--- config.mk ---
export PLATFORM = sky130hd
export DESIGN_NAME = mult_seq_ctrl
export DESIGN_NICKNAME = d
export VERILOG_FILES = /design/src/rtl/mult_seq_ctrl.sv
export SDC_FILE = /design/constraint.sdc
export NUM_CORES = 1
export LEC_CHECK = 0
export BUFFER_PORTS_ARGS = -buffer_cell sky130_fd_sc_hd__clkbuf_2
export CAP_MARGIN = 20
export CORE_UTILIZATION = 64
export CTS_CLUSTER_DIAMETER = 100
export DETAILED_ROUTE_END_ITERATION = 8
export PLACE_DENSITY_LB_ADDON = 0.3
export SLEW_MARGIN = 30
export SYNTH_ARGS = -nofsm -noshare
export SYNTH_HDL_FRONTEND = slang
export SYNTH_SLANG_ARGS = --single-unit
--- constraint.sdc ---
create_clock -name clk -period 17 [get_ports clk]
set_input_delay 5.1 -clock clk [delete_from_list [all_inputs] [get_ports clk]]
set_output_delay 5.1 -clock clk [all_outputs]
set_load 0.05 [all_outputs]
--- src/rtl/mult_seq_ctrl.sv ---
// mult_seq_ctrl
//   Sequencing controller for the MULT/MULTU execution path. One N x N array
//   multiplier is time-shared across the K x K operand slices of a W x W
//   multiply (K = W/N). Shifted partial products are accumulated into a
//   2W-bit register, and the result is published as HI/LO.
//
//   Optional feature macro: MULT_SIGNED_EN
//     defined   : signed_i=1 performs a two's-complement MULT. The operands
//                 are multiplied as magnitudes and the product is negated at
//                 the end.
//     undefined : signed_i is ignored and every operation is MULTU. The
//                 magnitude and negation logic is not built. The ports and the
//                 latency are the same in both builds.
//
// Ports
//   clk       in   rising-edge clock
//   rst       in   asynchronous, active-high reset
//   start_i   in   request a multiply (sampled only in IDLE)
//   signed_i  in   1 = MULT, 0 = MULTU (sampled with start_i)
//   flush_i   in   abort any operation in progress; beats start_i in IDLE
//   a_i, b_i  in   W-bit operands (sampled with start_i)
//   busy_o    out  high while an operation is in flight
//   done_o    out  one-cycle pulse; hi_o/lo_o update on the same cycle
//   hi_o,lo_o out  result halves; hold their value between operations
module mult_seq_ctrl #(
  parameter int W = 32,
  parameter int N = 8
) (
  input  logic         clk,
  input  logic         rst,
  input  logic         start_i,
  input  logic         signed_i,
  input  logic         flush_i,
  input  logic [W-1:0] a_i,
  input  logic [W-1:0] b_i,
  output logic         busy_o,
  output logic         done_o,
  output logic [W-1:0] hi_o,
  output logic [W-1:0] lo_o
);

  localparam int K  = W / N;
  localparam int KK = K * K;
  localparam int CW = (KK > 1) ? $clog2(KK) : 1;

  typedef enum logic [1:0] {S_IDLE, S_CALC, S_FIN} state_t;

  state_t          r_state, w_state_nxt;
  logic [W-1:0]    r_a, r_b;
  logic [2*W-1:0]  r_acc;
  logic [CW-1:0]   r_cnt;
  logic            r_busy, r_done;
  logic [W-1:0]    r_hi, r_lo;

  logic            w_accept;
  logic            w_last;
  logic            w_busy_nxt, w_done_nxt;
  logic [W-1:0]    w_a_ld, w_b_ld;
  logic [N-1:0]    w_sa, w_sb;
  logic [2*N-1:0]  w_prod;
  logic [2*W-1:0]  w_pp;
  logic [2*W-1:0]  w_res;
  int              w_i, w_j;

  assign w_accept = (r_state == S_IDLE) && start_i && !flush_i;
  assign w_last   = (r_cnt == CW'(KK - 1));

  // ---------------- operand conditioning ----------------
`ifdef MULT_SIGNED_EN
  logic r_neg;
  logic w_neg_ld;
  // The magnitude of the most negative value is 2^(W-1). It fits exactly
  // when held as an unsigned W-bit value, so plain negation is enough.
  assign w_a_ld   = (signed_i && a_i[W-1]) ? (~a_i + W'(1)) : a_i;
  assign w_b_ld   = (signed_i && b_i[W-1]) ? (~b_i + W'(1)) : b_i;
  assign w_neg_ld = signed_i & (a_i[W-1] ^ b_i[W-1]);
  assign w_res    = r_neg ? (~r_acc + (2*W)'(1)) : r_acc;

  always_ff @(posedge clk or posedge rst) begin
    if (rst)           r_neg <= 1'b0;
    else if (w_accept) r_neg <= w_neg_ld;
  end
`else
  logic w_unused_signed;
  assign w_unused_signed = signed_i;
  assign w_a_ld = a_i;
  assign w_b_ld = b_i;
  assign w_res  = r_acc;
`endif

  // ---------------- FSM: state register ----------------
  always_ff @(posedge clk or posedge rst) begin
    if (rst) r_state <= S_IDLE;
    else     r_state <= w_state_nxt;
  end

  // ---------------- FSM: next state ----------------
  always_comb begin
    w_state_nxt = r_state;
    case (r_state)
      S_IDLE:  if (w_accept) w_state_nxt = S_CALC;
      S_CALC:  if (flush_i) w_state_nxt = S_IDLE;
               else if (w_last) w_state_nxt = S_FIN;
      S_FIN:   w_state_nxt = S_IDLE;
      default: w_state_nxt = S_IDLE;
    endcase
  end

  // ---------------- FSM: outputs (next values of registered outputs) ----------------
  always_comb begin
    w_busy_nxt = (w_state_nxt != S_IDLE);
    w_done_nxt = (r_state == S_FIN) && !flush_i;
  end

  always_ff @(posedge clk or posedge rst) begin
    if (rst) begin
      r_busy <= 1'b0;
      r_done <= 1'b0;
      r_hi   <= '0;
      r_lo   <= '0;
    end else begin
      r_busy <= w_busy_nxt;
      r_done <= w_done_nxt;
      if (w_done_nxt) {r_hi, r_lo} <= w_res;
    end
  end

  // ---------------- slice mux, shared N x N multiplier, shift ----------------
  always_comb begin
    w_i = int'(r_cnt) % K;
    w_j = int'(r_cnt) / K;
  end

  assign w_sa   = r_a[N*w_i +: N];
  assign w_sb   = r_b[N*w_j +: N];
  assign w_prod = {{N{1'b0}}, w_sa} * {{N{1'b0}}, w_sb};
  assign w_pp   = {{(2*W-2*N){1'b0}}, w_prod} << (N * (w_i + w_j));

  // ---------------- accumulator / slice counter ----------------
  always_ff @(posedge clk or posedge rst) begin
    if (rst) begin
      r_a   <= '0;
      r_b   <= '0;
      r_acc <= '0;
      r_cnt <= '0;
    end else if (w_accept) begin
      r_a   <= w_a_ld;
      r_b   <= w_b_ld;
      r_acc <= '0;
      r_cnt <= '0;
    end else if (r_state == S_CALC && !flush_i) begin
      r_acc <= r_acc + w_pp;
      r_cnt <= r_cnt + CW'(1);
    end
  end

  assign busy_o = r_busy;
  assign done_o = r_done;
  assign hi_o   = r_hi;
  assign lo_o   = r_lo;

endmodule

## Word-level counts from Yosys, hierarchy flattened

Index checks and enable logic that the tools add are counted.

| storage, ports and cells | value |
|---|---|
| output and inout bits | 66 |
| register bits after elaboration | 200 |
| logic and storage cells | 35 |
| input bits | 69 |

| cells by class | value |
|---|---|
| shift-type cells | 3 |
| reductions and logical operators | 8 |
| mux-type cells | 8 |
| multipliers | 1 |
| $add $sub $neg | 3 |
| equal/unequal tests | 3 |

Operators with widths:

| kind | number |
|---|---|
| 64-bit 2-to-1 mux | 2 |
| 64-bit adder | 1 |
| 32-bit by 6-bit variable part select with 8-bit output | 2 |
| 16-bit by 6-bit left shift with 64-bit output | 1 |
| 8-bit by 8-bit multiplier with 16-bit output | 1 |
| 4-bit 2-to-1 mux | 2 |
| 2-bit 2-to-1 mux | 3 |
| 4-bit by 1-bit adder with 4-bit output (second input constant) | 1 |
| 4-bit == test (second input constant) | 1 |
| 1-bit logical AND | 4 |
| 2-bit one-hot mux with 2 select lines | 1 |
| 2-bit nonzero test | 2 |
| 2-bit by 2-bit adder with 3-bit output | 1 |
| 2-bit by 1-bit == test with 1-bit output (second input constant) | 1 |
| 2-bit == test (second input constant) | 1 |
| 2-bit zero test | 1 |
| 1-bit zero test | 1 |

## Logic depth before layout (Yosys ltp)

| depth | value |
|---|---|
| depth in word-level cells | 6 |
| gate-level depth with buffers | 34 |
| depth with buffers taken out | 32 |

## Worst setup path before layout

Ideal clock, no wire load.

| timing path | value |
|---|---|
| path kind | flip-flop to flip-flop |
| start point | register r_cnt[2] |
| end point | register r_acc[63] |
| stages on the path, launching flop included | 30 |
| clock period less this slack | 7.931 ns |
| path slack | 9.069 ns |
| buffers on the path | 2 |
| data arrival time | 7.866 ns |
| library setup time | 0.065 ns |
| cells stage by stage | dfrtp_1 > buf_1 > mux4_2 > and2_1 > fa_1 > fa_1 > fa_1 > inv_1 > fa_1 > inv_1 > ha_1 > or3_1 > o21ai_1 > a211oi_2 > or3_1 > xor2_1 > o21ai_0 > nor2_1 > ha_1 > buf_2 > nor2b_1 > o21ai_2 > o211ai_2 > a2111oi_4 > nand3_2 > a311oi_2 > o21ai_1 > or4_1 > o211ai_1 > a22o_1 |

| on the way | value |
|---|---|
| longest elaborated chain between the ends | 6 |
| elaborated cells between the ends (all ways) | 7 |
| those cells by class | add/sub (2); mul (1); shift (2); mux (2) |

RTL lines:

| what | line | source |
|---|---|---|
| start: declaration | 51 | `logic [CW-1:0] r_cnt;` |
| start signal: assignment | 153 | `r_cnt <= r_cnt + CW'(1);` |
| 32-bit by 6-bit variable part select with 8-bit output | 135 | `assign w_sb = r_b[N*w_j +: N];` |
| 8-bit by 8-bit multiplier with 16-bit output | 136 | `assign w_prod = {{N{1'b0}}, w_sa} * {{N{1'b0}}, w_sb};` |
| 16-bit by 6-bit left shift with 64-bit output * | 137 | `assign w_pp = {{(2*W-2*N){1'b0}}, w_prod} << (N * (w_i + w_j));` |
| 64-bit adder * | 152 | `r_acc <= r_acc + w_pp;` |
| 64-bit 2-to-1 mux * | 151 | `end else if (r_state == S_CALC && !flush_i) begin` |
| 64-bit 2-to-1 mux * | 146 | `end else if (w_accept) begin` |
| end signal: assignment | 152 |  |
| end: declaration | 50 | `logic [2*W-1:0] r_acc;` |

Mark *: on every way between the ends. The rest lies on a longest branch, timed or not. The select of a mux whose other input is x is not followed.
A chain may end at the register's enable or synchronous reset.

## Worst setup path in the final report

| timing path | value |
|---|---|
| start point | register r_cnt[1] |
| end point | register r_acc[63] |

| on the way | value |
|---|---|
| longest elaborated chain between the ends | 6 |
| elaborated cells between the ends (all ways) | 7 |
| those cells by class | add/sub (2); mul (1); shift (2); mux (2) |

RTL lines:

| what | line | source |
|---|---|---|
| 32-bit by 6-bit variable part select with 8-bit output | 134 | `assign w_sa = r_a[N*w_i +: N];` |
| 8-bit by 8-bit multiplier with 16-bit output | 136 |  |
| 16-bit by 6-bit left shift with 64-bit output * | 137 |  |
| 64-bit adder * | 152 |  |
| 64-bit 2-to-1 mux * | 151 |  |
| 64-bit 2-to-1 mux * | 146 |  |

Marks and branches as above.

==> reports/qor.csv <==
metric;value;unit
Crit. path cell count;29;
initial antenna violation count;0;
wire length per cell;18.5;um
post-route minimum period;9.25;ns
final hold viol count;0;
Worst Path Required;17.38;ns
met2 usage;51.2;%
fmax;108;MHz
startpoint types;flip-flop;
HPWL after DPL;24600;um
setup TNS;0;ns
top-count cell post-synth;dfrtp_1;
DIE WIDTH;150;um
clock root cell;clkbuf_16;
Worst-Skew Late Latency;0.44;ns
post-synthesis register bit count;200;
Post-synth EDFFs;0;
clk_skew;0.0157;ns
Main synth FF type;dfrtp_1;
Area contributors post-synth;dfrtp_1, mux2_2, ha_1, fa_1, nand2_1;
status;complete, no violations;
GRT overflow;0;
via count;10900;
DRC;0;
effective utilization at floorplan;66.0;%
Slew @ Worst Pin;0.995;ns
layout cells sized above 1;23.1;%
Setup violations, final;0;
final net count;1709;
antenna viol nets, final;0;
Core Util, Final;72.9;%
Global Route met1 Usage;43.0;%
Buf/Inv on CP;2;
CTS resizes;0;
cts bufs inserted;17;
reg2reg path depth;29;
Synth Cell Area;0.0141;mm2
arrival time at the worst endpoint;9.64;ns
n_diodes;0;
Yosys top cell by area;dfrtp_1;
CTS tree;built;
Synth-to-Final Area Change;10.4;%
Worst path most repeated cell;a21oi_1;
commonest cells in the netlist;dfrtp_1, nand2_1, mux2_2;
crit path max-delay cell type;dfrtp_1;
Post-CTS Setup Bufs;0;
ys async rst share;100;%
first drt pass iteration count;5;
GR met3 Demand/Resource;4.45;%
max_slew headroom;33.7;%
Syn Inst Count;1407;
core area;0.0213;mm2
First DRT Iteration DRCs;683;
port bufs;133;
Die Ht;150;um
Syn Nets;1615;
YS warnings;0;
wirelength, routed;33200;um
Ports;135;
htree depth;4;
RD Place Congestion;0.957;
HP Class;reg -> reg;
Via density;6.10;
vias in the first global route;11000;
first-pass GRT wire length;55000;um
top cell type's share of synthesized area;35.6;%
Syn Area/Cell;9.99;um2
Core Rows;53;
CP Max Fanout;12;
Max Slew Vio Count;0;
CP endpoint kind;flip-flop;
die footprint;0.0226;mm2
cell family with most CP delay;compound AO/OA/AOI/OAI gates;
CTS max path bufs;2;
max-cap violations;0;
register area share after synthesis;35.6;%
largest net degree at the start of global routing;134;
CP peak stage delay;0.78;ns
global-route usage over all layers;31.3;%
synth unique cells;77;
crit share post-route;54.4;%
clock sinks;200;
CP Class;reg -> reg;
GRT busiest layer;met2;
clk slew on worst S/H paths;0.09;ns
Hold Path Depth;1;
CTS Hold Bufs;0;
unrepaired setup endpoints after global routing;false;
## kinds of logic after synthesis
logic type / after synthesis / share of synthesized area, %
AND/OR/NAND/NOR: 391 / 13.2
buffers and inverters: 137 / 3.81
AO/OA/AOI/OAI: 325 / 15.7
XOR/XNOR: 68 / 4.24
multiplexers: 147 / 13.0
flip-flops: 200 / 35.6
adder cells (fa/ha/maj): 139 / 14.4
## worst reg2reg max path, delay by kind of cell (launching register included)
family	cells	cell delay [ns]
multiplexers	2	1.36
AO/OA/AOI/OAI	14	3.20
adder cells (fa/ha/maj)	6	2.55
flip-flops	1	0.78
buffers and inverters	2	0.10
XOR/XNOR	1	0.23
AND/OR/NAND/NOR	4	0.99
## path summary, 6_finish.rpt
path / startpoint / endpoint / slack (ns)
worst max-delay path: r_cnt[1] / r_acc[63] / 7.75
max in group asynchronous: rst / r_acc[18] / 11.19
worst min-delay path: r_a[23] / r_a[23] / 0.51
min in group asynchronous: rst / hi_o[17] / 4.74
worst max register to register: r_cnt[1] / r_acc[63] / 7.75
worst min register to register: r_a[23] / r_a[23] / 0.51
## final cells by class
cell class / count / area, um2
inverter: 74 / 290
clock buffer: 17 / 425
clock inverter: 15 / 208
multi-input combinational: 1070 / 8540
fill: 1525 / 5770
tap: 275 / 344
sequential: 200 / 5000
timing repair buffer: 138 / 707
## cells in the final DEF (no fill, tap or decap), types with 7 or more instances in the layout
master,Yosys,final
a211o_1,7,7
a21o_1,39,39
a21oi_1,77,77
a31oi_1,8,8
and2_1,56,56
and3_1,12,12
clkbuf_16,0,17
clkbuf_2,0,133
clkinv_8,0,7
dfrtp_1,200,200
fa_1,38,38
ha_1,101,101
inv_1,74,73
mux2_2,129,129
mux4_2,16,16
nand2_1,139,139
nand2b_1,11,11
nand3_1,14,14
nand4_1,22,22
nor2_1,90,90
nor2b_1,14,14
nor3_1,15,15
o21a_1,7,7
o21ai_0,86,84
o21ai_1,10,11
o21bai_1,17,17
o22ai_1,7,7
xnor2_1,44,44
xor2_1,24,24
## state kept, by name (all words and copies together), names as in the netlist
name	cells
busy_o	1
done_o	1
hi_o	32
lo_o	32
r_a	32
r_acc	64
r_b	32
r_cnt	4
r_state	2
## stage by stage
stage                     area [um2]  setup slack [ns]  instances  hold WS [ns]
final                          15500              7.75       1789         0.508
after global routing           15500              7.18       1789         0.524
after CTS                      15500              7.82       1789         0.512
after detailed placement       14900              7.87       1757         0.491
after global placement         14900              7.91       1757         0.484
after floorplan                14100              6.45       1407         0.472
## per-layer routing
metal / vias up / share of wire (%)
met4: 0 / 2.6
li1: 5179 / -
met3: 61 / 5.6
met2: 377 / 47
met1: 5294 / 44
met5: - / 0
Power is left out: the tool's default activity adds up to more than one toggle a clock period on the data nets, which glitch-free logic cannot reach.
